$ cat config.mk
export PLATFORM = sky130hd
export DESIGN_NAME = fpu_mac_sched
export DESIGN_NICKNAME = d
export VERILOG_FILES = /design/src/rtl/fpu_mac_sched.sv
export SDC_FILE = /design/constraint.sdc
export NUM_CORES = 1
export LEC_CHECK = 0
export ABC_CLOCK_PERIOD_IN_PS = 2800
export CAP_MARGIN = 20
export CORE_AREA = 3 3 220 222
export DETAILED_ROUTE_END_ITERATION = 12
export DIE_AREA = 0 0 223 225
export GPL_TIMING_DRIVEN = 0
export HOLD_SLACK_MARGIN = 0.15
export PLACE_DENSITY_LB_ADDON = 0.3
export SETUP_SLACK_MARGIN = 0.1
export SYNTH_ARGS = -nofsm -noshare
export SYNTH_HDL_FRONTEND = slang
export SYNTH_SLANG_ARGS = --single-unit
$ cat constraint.sdc
create_clock -name clk -period 2.8 [get_ports clk]
set_clock_uncertainty 0.05 [all_clocks]
set_input_delay 0.84 -clock clk [delete_from_list [all_inputs] [get_ports clk]]
set_output_delay 0.84 -clock clk [all_outputs]
set_load 0.01 [all_outputs]
$ cat src/rtl/fpu_mac_sched.sv
// Issue scheduler sharing one fused MAC between a scalar FMUL/FMAC port and a 4-step FIPR port.
// Optional statistics counters are enabled with `define FPU_MAC_SCHED_STATS_EN.
module fpu_mac_sched #(
  parameter int unsigned MAC_LAT = 1,
  parameter int unsigned TAG_W   = 4
) (
  input  logic             clk,
  input  logic             rst_n,
  input  logic             s_valid,
  output logic             s_ready,
  input  logic [31:0]      s_a,
  input  logic [31:0]      s_b,
  input  logic [31:0]      s_c,
  input  logic             s_sub,
  input  logic [TAG_W-1:0] s_tag,
  output logic             s_rvalid,
  output logic [31:0]      s_rdata,
  output logic [TAG_W-1:0] s_rtag,
  input  logic             v_valid,
  output logic             v_ready,
  input  logic [127:0]     v_a,
  input  logic [127:0]     v_b,
  input  logic [TAG_W-1:0] v_tag,
  output logic             v_rvalid,
  output logic [31:0]      v_rdata,
  output logic [TAG_W-1:0] v_rtag,
  output logic             mac_issue,
  output logic [31:0]      mac_a,
  output logic [31:0]      mac_b,
  output logic [31:0]      mac_c,
  output logic             mac_sub,
  input  logic [31:0]      mac_dest
`ifdef FPU_MAC_SCHED_STATS_EN
  ,
  output logic [31:0]      stat_issue,
  output logic [31:0]      stat_stall
`endif
);

  typedef struct packed {
    logic             valid;
    logic             is_vec;
    logic [TAG_W-1:0] tag;
  } trk_t;

  typedef enum logic [1:0] {IDLE, ISSUE, WAIT} state_t;

  state_t             state_q, state_d;
  logic [1:0]         k_q, k_d;
  logic [127:0]       va_q, va_d, vb_q, vb_d;
  logic [TAG_W-1:0]   vtag_q, vtag_d;
  logic               run_q;
  trk_t               trk_q [MAC_LAT];
  trk_t               push;
  trk_t               head;
  logic               head_vec;
  logic               vec_issue;
  logic [31:0]        vec_a, vec_b, vec_c;
  logic [1:0]         k_sel;
  logic               s_acc;

  // Out-of-reset flag gates the ready outputs so nothing is accepted during reset
  always_ff @(posedge clk or negedge rst_n) begin
    if (!rst_n) run_q <= 1'b0;
    else        run_q <= 1'b1;
  end

  always_ff @(posedge clk or negedge rst_n) begin
    if (!rst_n) begin
      state_q <= IDLE;
      k_q     <= 2'd0;
      va_q    <= '0;
      vb_q    <= '0;
      vtag_q  <= '0;
    end else begin
      state_q <= state_d;
      k_q     <= k_d;
      va_q    <= va_d;
      vb_q    <= vb_d;
      vtag_q  <= vtag_d;
    end
  end

  // In-flight tracker: the head entry lines up with mac_dest of the op it describes
  always_ff @(posedge clk or negedge rst_n) begin
    if (!rst_n) begin
      for (int unsigned i = 0; i < MAC_LAT; i++) trk_q[i] <= '0;
    end else begin
      trk_q[0] <= push;
      for (int unsigned i = 1; i < MAC_LAT; i++) trk_q[i] <= trk_q[i-1];
    end
  end

  assign head     = trk_q[MAC_LAT-1];
  assign head_vec = head.valid & head.is_vec;

  // Vector FSM; WAIT chains the next step directly off mac_dest
  always_comb begin
    state_d   = state_q;
    k_d       = k_q;
    va_d      = va_q;
    vb_d      = vb_q;
    vtag_d    = vtag_q;
    vec_issue = 1'b0;
    k_sel     = k_q;
    vec_c     = 32'd0;
    v_ready   = 1'b0;
    v_rvalid  = 1'b0;
    v_rdata   = 32'd0;
    v_rtag    = '0;
    case (state_q)
      IDLE: begin
        v_ready = run_q;
        if (v_valid && run_q) begin
          va_d    = v_a;
          vb_d    = v_b;
          vtag_d  = v_tag;
          k_d     = 2'd0;
          state_d = ISSUE;
        end
      end
      ISSUE: begin
        vec_issue = 1'b1;
        state_d   = WAIT;
      end
      WAIT: begin
        if (head_vec) begin
          if (k_q != 2'd3) begin
            vec_issue = 1'b1;
            k_sel     = 2'(k_q + 2'd1);
            vec_c     = mac_dest;
            k_d       = 2'(k_q + 2'd1);
          end else begin
            v_rvalid = 1'b1;
            v_rdata  = mac_dest;
            v_rtag   = vtag_q;
            state_d  = IDLE;
          end
        end
      end
      default: state_d = IDLE;
    endcase
  end

  assign vec_a = va_q[{k_sel, 5'd0} +: 32];
  assign vec_b = vb_q[{k_sel, 5'd0} +: 32];

  // Slot arbitration: a vector step always owns the MAC
  assign s_ready   = run_q & ~vec_issue;
  assign s_acc     = s_valid & s_ready;
  assign mac_issue = vec_issue | s_acc;
  assign mac_a     = vec_issue ? vec_a : (s_acc ? s_a : 32'd0);
  assign mac_b     = vec_issue ? vec_b : (s_acc ? s_b : 32'd0);
  assign mac_c     = vec_issue ? vec_c : (s_acc ? s_c : 32'd0);
  assign mac_sub   = s_acc & s_sub;

  always_comb begin
    push        = '0;
    push.valid  = mac_issue;
    push.is_vec = vec_issue;
    if (vec_issue)  push.tag = vtag_q;
    else if (s_acc) push.tag = s_tag;
  end

  assign s_rvalid = head.valid & ~head.is_vec;
  assign s_rdata  = s_rvalid ? mac_dest : 32'd0;
  assign s_rtag   = s_rvalid ? head.tag : '0;

`ifdef FPU_MAC_SCHED_STATS_EN
  always_ff @(posedge clk or negedge rst_n) begin
    if (!rst_n) begin
      stat_issue <= 32'd0;
      stat_stall <= 32'd0;
    end else begin
      if (mac_issue)            stat_issue <= 32'(stat_issue + 32'd1);
      if (s_valid && !s_ready)  stat_stall <= 32'(stat_stall + 32'd1);
    end
  end
`endif

endmodule

### After elaboration in Yosys (flattened, before gate mapping)

Cells that the tools add are included.

* register bits: 271

* $add $sub $neg: 1
* equal/unequal tests: 6
* shift operators: 2
* multiplexer cells: 35
* bitwise operators: 8
* reduce and logical (&&, ||, !) cells: 6

Operators by type and width (number)
* 32-bit 2-to-1 mux: 13
* 128-bit by 8-bit indexed part select with 32-bit output: 2
* 4-bit 2-to-1 mux: 6
* 2-bit 2-to-1 mux: 7
* 2-bit != test (second input constant): 4
* 1-bit 2-to-1 mux: 6
* 2-bit case mux with 3 select lines: 1
* 1-bit bitwise AND: 5
* 2-bit case mux with 2 select lines: 1
* 2-bit AND reduction: 2
* 3-bit AND reduction: 1
* 2-bit by 1-bit adder with 2-bit output (second input constant): 1
* 2-bit by 1-bit equality test with 1-bit output (second input constant): 1
* 2-bit equality test (second input constant): 1
* 2-bit logical NOT: 1
* 1-bit inverter: 2
* 1-bit case mux with 2 select lines: 1
* 2-bit nonzero test: 1
* 1-bit logical AND: 1
* 1-bit bitwise OR: 1

### Depth between registers and ports, before layout

* depth in word-level cells: 9
* gate-level depth with buffers: 9
* gate-level depth less buffers: 6

### Least setup slack after synthesis

Ideal clock, no wire load.

* kind: reg-to-output
* start: reg state_q[0]
* end: out mac_b[25]
* arrival: 1.965 ns
* slack: -0.055 ns
* stages on the path, launching flop included: 9
* cells stage by stage: dfrtp_1 -> inv_1 -> ha_1 -> buf_2 -> a41oi_2 -> buf_2 -> buf_2 -> mux2_2 -> a221o_1

* word-level cells in the longest chain between the ends: 7

Ends and longest elaborated chain
* start, declared: RTL line 48 `state_t state_q, state_d;`
* start signal, assigned: RTL line 76 `state_q <= state_d;`
* parallel branches: the longest is 6 deep, another holds 128-bit by 8-bit indexed part select with 32-bit output
* 32-bit 2-to-1 mux *: RTL line 153 `assign mac_b = vec_issue ? vec_b : (s_acc ? s_b : 32'd0);`
* end, declared: RTL line 29 `output logic [31:0] mac_b,`

Mark *: on every way between the ends.

### Worst setup path in the final report

Ends and elaborated chain as after synthesis.

==> results.cfg <==
[timing]
setup_total_negative_slack_ns = -88.12
timing_max_transition_violations_final = 0
final.setup.worst_slack_ns = -0.902
finalHoldViolCount = 0
setup_viol_count_final = 137
max-slew-margin-rel_pct = 47.6
grt_setup_unrepaired = yes
timing.final.crit_share_pct = 132
fmax_ghz = 0.270
layout_min_cycle_time_ns = 3.70
timing_worst_slew_pin_value_ns = 0.786

[critical_path]
critPathArrivalTime_ns = 2.81
worst-path-max-fanout = 7
start_kind = register
timing.critical_path.slowest_cell_delay_ns = 0.39
cp_top_family = buffers and inverters
critical_path.cell_chain = inv_2 -> ha_4 -> nand4_1 -> a2bb2oi_4 -> buf_12 -> nor2b_4 -> buf_12 -> buf_12 -> clkbuf_16 -> buf_12 -> a221o_1 -> buf_2
end_kind = primary output
crit_top_cell = buf_12
cpMaxStageDelayCell = dfrtp_1
timing.critical_path.buf_inv = 7
critical_path_required_ns = 1.91
path_class = reg -> out

[detailed_routing]
post_drt_wl_per_cell_microns = 24.7
topRoutingLayerUsed = met4
wl_met3_microns = 3420
met2_wirelength_microns = 30800
postRouteAntennaNets = 0
drt_pre_antenna_iters = 5
post_drt_via_cell_ratio = 4.96
wl_met1_microns = 22900
vias = 11800
routed_wirelength_microns = 58700
drc = 0
detailedRoute.firstIterationViolations = 491

[grt]
via_count_of_the_first_global_routing_pass = 12500
grt_usage_pct = 22.3
globalRouteOverflowTotal = 0
grt_max_degree = 111
grt_antenna_before_repair = 6
grt_first_pass_wirelength_microns = 83800

[clock_network]
clockBufferDepth = 3
cts_tree = built
cts_hold_repair.buffers = 0
cts.sink_count = 271
clkSlewWorstSetupHoldPaths_ns = 0.06
root_buffer = clkbuf_16
clk-insertion-delay-late_ns = 0.53
clock_tree.htree_level_count = 2
cts_made_buffers = 34

[floorplanning]
fp.dieArea_sq_um = 50200
floorplan.initialDensity_pct = 28.9
placementRows = 79
floorplan.die.width_microns = 223
io_pins = 571
floorplan.core_area_sq_um = 46600
die_h_microns = 225

[synth]
sequential_fraction_of_the_synthesis_area_pct = 50.4
fraction_of_synthesized_cell_area_taken_by_the_top_area_cell_type_pct = 50.4
postSynthNetCount = 1423
yosys-top-cells-area = dfrtp_1, mux2_2, a221o_1, mux2i_1, and2_1
synthesis.area_sq_um = 13500
synth.lib_cells_used.distinct = 29
yosys_register_bits = 271
syn-mean-instance-area_sq_um = 13.2
yosys_warnings = 0
synthDominantAreaCellType = dfrtp_1
syn_inst = 1023

[finish]
drive_above_1_share_pct = 48.5
num-fill-cells = 4118
nNetsFinal = 2140
finish.instance_area_sq_um = 23600
area.growth.synth_to_final_pct = 75.1

[power_and_ir_drop]
design_power_total_mw = 18.3
share_clk_of_total_power_pct = 23.4
p_switching_mw = 5.50
internal_power_component_mw = 12.8
combinational_fraction_of_design_power_pct = 38.3
power_per_unit_of_standard_cell_area_nw_per_um2 = 779
ir_worst_vdd_mv = 0.492
p_leak_nw = 10.7
sw_frac_of_total_pct = 30.0
power.sequential.fraction_pct = 38.2

[run_status]
failing_checks = setup timing
outcome = finished, violations left

[run]
max-cap-violations = 0

[place]
dpl_wire_length_microns = 42200
place_congestion = 0.882
port-buffer-count = 570
placed_area_sq_um = 20100

[min_path]
hold_class = in -> async
[path summary, 6_finish.rpt]
path                            start   endpoint  slack, ns  cells after the start
max reg2reg                state_q[1]  va_q[121]       0.47                      6
min                             rst_n   vb_q[81]       0.18                      1
max in group asynchronous       rst_n    head[4]       1.53                      2
min reg2reg                  va_q[34]   va_q[34]       0.45                      1
min in group clk             va_q[34]   va_q[34]       0.45                      1
max                        state_q[0]  mac_b[25]      -0.90                     12
[through the flow]
step,util (%),instances,worst slack (ns),hold slack (ns)
after global placement,43.0,2200,-11.50,0.432
after global routing,50.6,2375,-0.995,0.191
after detailed placement,43.1,2202,-1.18,0.436
after floorplan,-,1023,0.0817,0.422
final,50.6,2375,-0.902,0.176
after CTS,49.1,2356,-1.00,0.172
[layout make-up]
class | count | area, sq um | area share (%)
Timing Repair Buffer | 687 | 6990 | 29.7
Multi-Input combinational cell | 662 | 6970 | 29.6
Sequential cell | 271 | 6790 | 28.8
Clock buffer | 50 | 971 | 4.12
Buffer | 80 | 937 | 3.98
Tap cell | 607 | 759 | 3.22
Clock inverter | 8 | 105 | 0.446
Inverter | 4 | 17.5 | 0.0744
Antenna cell | 6 | 15.0 | 0.0637
[Yosys cell counts, drive strengths merged]
library cell / count
nand2b: 1
buf: 44
dfrtp: 271
nand3: 3
and3: 1
nor2: 3
nand4: 2
nor3: 64
a41oi: 1
o21ai: 2
inv: 4
and2: 78
nand2: 2
mux2: 324
a221o: 64
clkbuf: 42
a2bb2oi: 1
a21oi: 5
ha: 3
a311oi: 1
a22o: 36
conb: 1
mux2i: 64
a31oi: 3
nor2b: 3
[cells in the final DEF (no fill, tap or decap), types with 22 or more instances in the layout]
| cell type | Yosys | layout |
|---|---|---|
| nor3_1 | 64 | 39 |
| mux2_2 | 310 | 273 |
| clkbuf_16 | 0 | 42 |
| clkbuf_1 | 42 | 26 |
| mux2i_1 | 64 | 48 |
| a22o_1 | 36 | 36 |
| buf_6 | 1 | 157 |
| clkdlybuf4s50_1 | 0 | 395 |
| dfrtp_1 | 271 | 268 |
| buf_12 | 0 | 36 |
| nor3_2 | 0 | 23 |
| a221o_1 | 64 | 64 |
| buf_2 | 38 | 91 |
| and2_4 | 0 | 72 |
| mux2_4 | 0 | 49 |
| buf_8 | 0 | 24 |
| buf_4 | 2 | 22 |
[power by group through the flow]
stage          Sequential, mW  Combinational (mW)  Clock, mW
3_3_place_gp             6.84                5.98          0
2_1_floorplan            6.54                3.80          0
3_5_place_dp             6.92                6.10          0
6_report                 7.01                7.03       4.30
4_1_cts                  6.94                6.79       4.42
5_1_grt                  7.23                7.53       4.58
[flip-flops by register name, indices dropped and copies added, names as in the netlist]
name	cells
run_q	1
state_q	2
head	6
va_q	128
vb_q	128
k_q	2
vtag_q	4
[cell families after synthesis]
| group | synth area share (%) |
|---|---|
| adder cells (fa/ha/maj) | 0.279 |
| flip-flops | 50.4 |
| AND/OR/NAND/NOR | 6.62 |
| multiplexers | 31.9 |
| AO/OA/AOI/OAI | 7.80 |
| buffers and inverters | 2.98 |
| other | 0.0279 |
[layer usage]
| layer | GRT usage (%) | up-vias |
|---|---|---|
| met1 | 26.1 | 6004 |
| met5 | 0 | - |
| li1 | - | 5263 |
| met3 | 4.74 | 78 |
| met2 | 41.2 | 442 |
| met4 | 5.99 | 0 |
[timing repair]
| item | 4_1_cts | 5_1_grt |
|---|---|---|
| gates resized for setup | 1046 | 219 |
| buffers inserted | 83 | 30 |
| setup endpoints to repair | 235 | 173 |
| pin swaps | 35 | 55 |
| cloned | 14 | 6 |
(Power assumes the default switching activity.)
